**src/rtl/arith_pkg.sv**
```systemverilog
// Shared arithmetic definitions: operation encodings and the chunk-width helper
// used to split a WIDTH-bit carry chain into equal pipeline chunks.
package arith_pkg;

  localparam logic OP_ADD = 1'b0;
  localparam logic OP_SUB = 1'b1;

  function automatic int chunk_width(input int width, input int stages);
    return width / stages;
  endfunction

endpackage

```
**src/rtl/fa_chunk.sv**
```systemverilog
// Combinational CW-bit ripple-carry adder made of full-adder cells. Also exposes
// the carry into the chunk MSB so the top chunk can derive signed overflow.
module fa_chunk #(
  parameter int CW = 4
) (
  input  logic [CW-1:0] a,
  input  logic [CW-1:0] b,
  input  logic          cin,
  output logic [CW-1:0] sum,
  output logic          cout,
  output logic          cmsb
);

  logic carry;

  // Each loop iteration is one full-adder cell; carry ripples LSB to MSB.
  always_comb begin
    carry = cin;
    cmsb  = cin;
    sum   = '0;
    for (int i = 0; i < CW; i++) begin
      if (i == CW - 1) cmsb = carry;
      sum[i] = a[i] ^ b[i] ^ carry;
      carry  = (a[i] & b[i]) | (carry & (a[i] ^ b[i]));
    end
    cout = carry;
  end

endmodule

```
**src/rtl/pipelined_addsub.sv**
```systemverilog
// Pipelined WIDTH-bit adder/subtractor: the carry chain is cut into STAGES
// registered chunks, with a single global advance enable for backpressure.
module pipelined_addsub
  import arith_pkg::*;
#(
  parameter int WIDTH  = 16,
  parameter int STAGES = 4
) (
  input  logic             clk,
  input  logic             rst,
  input  logic             in_valid,
  output logic             in_ready,
  input  logic [WIDTH-1:0] a,
  input  logic [WIDTH-1:0] b,
  input  logic             cin,
  input  logic             sub,
  output logic             out_valid,
  input  logic             out_ready,
  output logic [WIDTH-1:0] sum,
  output logic             cout,
  output logic             ovf
);

  localparam int CW = chunk_width(WIDTH, STAGES);

  if (STAGES < 1 || STAGES > WIDTH || (WIDTH % STAGES) != 0) begin : g_param_check
    $error("pipelined_addsub: WIDTH must be a multiple of STAGES and 1 <= STAGES <= WIDTH");
  end

  logic             en;
  logic [WIDTH-1:0] b_eff;
  logic             c0;

  assign en       = !out_valid || out_ready;
  assign in_ready = en || rst;
  assign b_eff    = (sub == OP_SUB) ? ~b : b;
  assign c0       = (sub == OP_SUB) ? 1'b1 : cin;

  // Stage k adds chunk k; its register keeps finished low sum bits and the
  // still-unused high operand bits, shifted down so the next chunk sits at bit 0.
  for (genvar k = 0; k < STAGES; k++) begin : g_stage
    localparam int LO = k * CW;
    localparam int HI = (k + 1) * CW;
    localparam int RW = WIDTH - LO;

    logic [RW-1:0] a_src;
    logic [RW-1:0] b_src;
    logic          c_in;
    logic          v_in;
    logic [CW-1:0] ch_sum;
    logic          ch_cout;
    logic [HI-1:0] sum_d;

    logic          v_q;
    logic          c_q;
    logic [HI-1:0] sum_q;

    if (k == 0) begin : g_src
      assign a_src = a;
      assign b_src = b_eff;
      assign c_in  = c0;
      assign v_in  = in_valid;
      assign sum_d = ch_sum;
    end else begin : g_src
      assign a_src = g_stage[k-1].g_rem.a_q;
      assign b_src = g_stage[k-1].g_rem.b_q;
      assign c_in  = g_stage[k-1].c_q;
      assign v_in  = g_stage[k-1].v_q;
      assign sum_d = {ch_sum, g_stage[k-1].sum_q};
    end

    if (k == STAGES - 1) begin : g_last
      logic ch_cmsb;
      logic ovf_q;

      fa_chunk #(.CW(CW)) u_chunk (
        .a    (a_src[CW-1:0]),
        .b    (b_src[CW-1:0]),
        .cin  (c_in),
        .sum  (ch_sum),
        .cout (ch_cout),
        .cmsb (ch_cmsb)
      );

      always_ff @(posedge clk) begin
        if (rst) begin
          ovf_q <= 1'b0;
        end else if (en) begin
          ovf_q <= ch_cmsb ^ ch_cout;
        end
      end
    end else begin : g_mid
      logic unused_cmsb;

      fa_chunk #(.CW(CW)) u_chunk (
        .a    (a_src[CW-1:0]),
        .b    (b_src[CW-1:0]),
        .cin  (c_in),
        .sum  (ch_sum),
        .cout (ch_cout),
        .cmsb (unused_cmsb)
      );
    end

    if (k < STAGES - 1) begin : g_rem
      logic [RW-CW-1:0] a_q;
      logic [RW-CW-1:0] b_q;

      always_ff @(posedge clk) begin
        if (en) begin
          a_q <= a_src[RW-1:CW];
          b_q <= b_src[RW-1:CW];
        end
      end
    end

    // Everything holds when the output is stalled, bubbles included.
    always_ff @(posedge clk) begin
      if (rst) begin
        v_q   <= 1'b0;
        c_q   <= 1'b0;
        sum_q <= '0;
      end else if (en) begin
        v_q   <= v_in;
        c_q   <= ch_cout;
        sum_q <= sum_d;
      end
    end
  end

  assign out_valid = g_stage[STAGES-1].v_q;
  assign sum       = g_stage[STAGES-1].sum_q;
  assign cout      = g_stage[STAGES-1].c_q;
  assign ovf       = g_stage[STAGES-1].g_last.ovf_q;

endmodule
```
**config.mk**
```make
export PLATFORM = sky130hd
export DESIGN_NAME = pipelined_addsub
export DESIGN_NICKNAME = d
export VERILOG_FILES = /design/src/rtl/arith_pkg.sv /design/src/rtl/fa_chunk.sv /design/src/rtl/pipelined_addsub.sv
export SDC_FILE = /design/constraint.sdc
export NUM_CORES = 1
export LEC_CHECK = 0
export CAP_MARGIN = 20
export CORE_ASPECT_RATIO = 1.4
export CORE_MARGIN = 2
export CORE_UTILIZATION = 45
export DETAILED_ROUTE_END_ITERATION = 7
export DONT_BUFFER_PORTS = 1
export PLACE_DENSITY_LB_ADDON = 0.15
export RECOVER_POWER = 50
export SYNTH_ARGS = -nofsm -noshare
export SYNTH_HDL_FRONTEND = slang
export SYNTH_SLANG_ARGS = --single-unit
```
**constraint.sdc**
```tcl
create_clock -name clk -period 4.9 [get_ports clk]
set_clock_uncertainty 0.05 [all_clocks]
set_input_delay 1.47 -clock clk [delete_from_list [all_inputs] [get_ports clk]]
set_output_delay 1.47 -clock clk [all_outputs]
set_load 0.02 [all_outputs]
```
### Word level (Yosys, flattened, before mapping)

Cells that the tools add are included.

* output and inout bits: 20
* logic and storage cells: 106
* bits of input ports: 38
* register bits after elaboration: 97

* reduce and logical (&&, ||, !) cells: 3
* bitwise logic cells: 82
* mux-type cells: 2

Operator list (count)
* 1-bit bitwise XOR: 33
* 1-bit AND: 32
* 16-bit two-way mux: 1
* 16-bit inverter: 1
* 1-bit OR: 16
* 1-bit logical OR: 2
* 1-bit zero test: 1
* 1-bit two-way mux: 1

### Depth between registers and ports, before layout

* depth after elaboration: 11
* mapped depth: 12
* gate-level depth less buffers: 10

### Modules after synthesis

Synthesis repeated with hierarchy kept, for this count alone.

* cells, all modules: 330
* area total of the unflattened synthesis: 3821.2 sq um

Modules (own cells, without submodules)
* pipelined_addsub: area each 3380.7 sq um, times used 1, sequential area each 2422.3 sq um, cells each 282
* fa_chunk: area each 110.1 sq um, times used 4, sequential area each 0.0 sq um, cells each 12

### Worst setup path before layout

Ideal clock, no wire load.

* path kind: input to register
* start point: input sub
* end point: register g_stage[0].sum_q[3]
* stages: 12
* setup slack: 1.220 ns
* path buffers: 2
* setup time: 0.132 ns
* arrival time: 3.498 ns
* data required time: 4.718 ns
* cell sequence: buf_4 buf_4 xnor2_1 fa_1 inv_1 fa_1 inv_1 fa_1 inv_1 fa_1 nand2_1 a21oi_1

* longest elaborated chain between the ends: 9
* elaborated cells between the ends (all ways): 16
* classes of those cells: 2 x mux; 14 x bitwise

RTL lines
* start: declaration: RTL line pipelined_addsub.sv:16 `input logic sub,`
* 16-bit two-way mux: RTL line pipelined_addsub.sv:36 `assign b_eff = (sub == OP_SUB) ? ~b : b;`
* 1-bit bitwise XOR: RTL line fa_chunk.sv:24 `carry = (a[i] & b[i]) | (carry & (a[i] ^ b[i]));`
* 1-bit AND: RTL line fa_chunk.sv:24
* 1-bit OR: RTL line fa_chunk.sv:24
* 1-bit AND: RTL line fa_chunk.sv:24
* 1-bit OR: RTL line fa_chunk.sv:24
* 1-bit AND: RTL line fa_chunk.sv:24
* 1-bit OR: RTL line fa_chunk.sv:24
* 1-bit bitwise XOR *: RTL line fa_chunk.sv:23 `sum[i] = a[i] ^ b[i] ^ carry;`
* via g_stage[0].ch_sum[3]: RTL line pipelined_addsub.sv:50 `logic [CW-1:0] ch_sum;`
* end signal: assignment: RTL line pipelined_addsub.sv:126 `sum_q <= sum_d;`
* end: declaration: RTL line pipelined_addsub.sv:56 `logic [HI-1:0] sum_q;`

Mark *: on every way through the listed nets, which the timed path passes. The rest lies on a longest branch.
A chain may end at the register's enable or synchronous reset.

### Worst setup path after layout

* start point: input out_ready
* end point: output in_ready

* longest elaborated chain between the ends: 2

RTL lines
* start: declaration: RTL line pipelined_addsub.sv:18 `input logic out_ready,`
* 1-bit logical OR: RTL line pipelined_addsub.sv:34 `assign en = !out_valid || out_ready;`
* 1-bit logical OR: RTL line pipelined_addsub.sv:35 `assign in_ready = en || rst;`
* end: declaration: RTL line pipelined_addsub.sv:12 `output logic in_ready,`

No other way between the ends.

==> flow_summary.toml <==
[status]
status = "completed"

[route]
drtIter0Drc = 148
firstDrtPassIters = 4
drc = 0
drt_wl_total_mm = 5.580
routed_via_density = 4.701
postRouteAntennaNets = 0
wire_per_inst_um = 13.45
vias = 1951

[pwr]
p_leak_nw = 1.598
p_per_area_nw_per_um2 = 439.5
ir_worst_vdd_v = 0.0002810

[critical_path]
crit_path_cell_trace = "nor2b_1 -> nand2b_1"
path_depth = 2
rr_worst_depth = 10
worst_path_largest_cell_delay_ps = 170
startpoint_type = "primary input"
required_ps = 3380
crit_fanout = 2
crit_buf_inv = 0
slowest_stage = "nand2b_1"
worstPathArrival_ps = 1770
cp-end-kind = "output pin"
crit_family = "simple AND/OR/NAND/NOR gates"
critPathKind = "primary input to output pin"

[sta]
setup_viol = 0
drv_slew = 0
rsz0062_at_grt = "false"
finalCriticalPeriod_ps = 3291
final.setup.tns_ps = 0
max_freq_mhz = 303.9
slew_headroom_pct = 61.06
worst_pin_slew_ps = 584.2
min_period_over_period_pct = 67.16
hold_viol_final = 0

[synth]
synth_ff_type = "dfxtp_1"
synth_cell_types = 17
synth_top_area_cell = "edfxtp_1"
synth_nets = 367
avgSynthCellArea_um2 = 12.08
async_reset_ff_share_pct = 0
synthCells = 313
synthTopCellsByArea = "edfxtp_1 38%, dfxtp_1 26%, fa_1 8.5%"
synth_top_area_share_pct = 38.12
ys_warn_count = 0
synth_edf_count = 48
synth_most_common_cell = "nand2_1"
yosysSeqAreaShare_pct = 64.06
synth_commonest_cells = "74 x nand2_1, 49 x dfxtp_1, 48 x edfxtp_1, 37 x a21oi_1, 26 x inv_1"
synth_seq_cells = 97
syn_area_um2 = 3781

[die]
start_util_pct = 46.40
chipWidth_um = 81.47
rows = 39
die_h_um = 112.5
core_um2 = 8149
ios = 58
die_area_um2 = 9162

[clock_tree]
ctsHoldBuffers = 0
cts.clk_slew.worst_paths_ps = 60
cts_setup_buffers = 0
htreeDepth = 3
cts_tree = "done"
cts_made_buffers = 9
clock_sinks = 97
clock_latency_ps = 340
cts_buffer_depth = 2
cts_resized = 0
root_buffer = "clkbuf_16"

[finish]
fin_nets = 362
multi_input_area_um2 = 1135
post-route-util_pct = 50.28
final-seq-area_um2 = 2422
num_antenna_cells = 0
drive_above_1_share_pct = 7.987
n_fill_cell = 729
areaGrowthSynthToFinish_pct = 8.372

[global_routing]
grt_pass1_vias = 1854
grt_busiest_layer = "met1"
track_usage_pct = 13.75
grt_use_met3_pct = 4.502
grt_start_max_net_pins = 57
use_met2_pct = 17.70
met1_usage_pct = 18.71
gr-total-overflow = 0
grt_pass1_wl_mm = 9.094
antenna_found_initial = 0

[min_path]
min_path_type = "register to register"
holdPathStages = 0

[placed_design]
gp_congestion = 0.7108
dp_hpwl_mm = 3.461
portBuffers = 0

[job]
maxCapViolCount = 0
==> layout make-up <==
type | instances | share of cell area [%]
multi-input combinational | 171 | 27.69
clock buffer | 13 | 5.863
inverter | 27 | 2.534
timing repair buffer | 2 | 0.6718
tap | 102 | 3.114
clock inverter | 3 | 1.008
sequential | 97 | 59.11
==> registers in the layout, indices dropped and copies added (netlist names) <==
name	cells
ovf	1
out_valid	1
g_stage.g_rem.a_q	24
g_stage.c_q	3
g_stage.g_rem.b_q	24
g_stage.sum_q	24
cout	1
g_stage.v_q	3
sum	16
==> per-stage QoR <==
| step | power, mW | instances | hold slack [ps] | cell area (µm²) | setup slack [ps] |
|---|---|---|---|---|---|
| floorplan | 1.125 | 313 | 350.3 | 3781 | 1220 |
| global placement | 1.148 | 399 | 351.5 | 3824 | 1514 |
| detailed placement | 1.153 | 399 | 354.5 | 3824 | 1485 |
| CTS | 1.828 | 415 | 369.4 | 4105 | 1664 |
| global route | 1.889 | 415 | 373.0 | 4098 | 1548 |
| finish | 1.801 | 415 | 367.4 | 4098 | 1609 |
==> where the power goes <==
part	internal [mW]	total, mW	leakage [nW]	switching (mW)
sequential	0.937	0.993	0.911	0.0559
combinational	0.0684	0.139	0.556	0.0701
clock	0.394	0.669	0.131	0.275
==> cells by family (layout without fill, tap and decap cells) <==
| family | count (synthesis) | in the layout | share of synthesized area (%) |
|---|---|---|---|
| AOI/OAI and AO/OA | 48 | 48 | 8.537 |
| xor gates and xnor gates | 17 | 17 | 3.938 |
| adders and majority gates | 16 | 16 | 8.471 |
| buffers and inverters | 45 | 45 | 5.724 |
| DFF | 97 | 97 | 64.06 |
| and+or+nand+nor | 90 | 90 | 9.265 |
==> path summary, 6_finish.rpt <==
kind / startpoint / end / slack [ps]
setup reg to reg: g_stage[2].g_rem.a_q[0] / ovf / 2620
setup / recovery: out_ready / in_ready / 1610
hold reg to reg: g_stage[0].g_rem.b_q[9] / g_stage[1].g_rem.b_q[5] / 370
hold / removal: g_stage[0].g_rem.b_q[9] / g_stage[1].g_rem.b_q[5] / 370
==> layout by cell type (no fill, tap or decap) <==
cell type    n
clkbuf_16    9
clkinvlp_4   1
buf_12       1
a211oi_2    11
inv_4        1
nand2_1     74
clkinv_1     1
nor2_1      14
inv_1       26
clkbuf_1     4
bufinv_16    1
xor2_1      14
nor2b_1      1
edfxtp_1    48
fa_1        16
dfxtp_1     49
buf_4        1
nand2b_1     1
a21oi_1     37
xnor2_1      3
==> metal layers <==
layer / wire length, µm / vias up
met3: 337 / 14
met5: 0 / -
li1: - / 1003
met4: 208 / 0
met1: 2602 / 887
met2: 2432 / 47
Note: power is estimated with default switching activity, not from simulation.
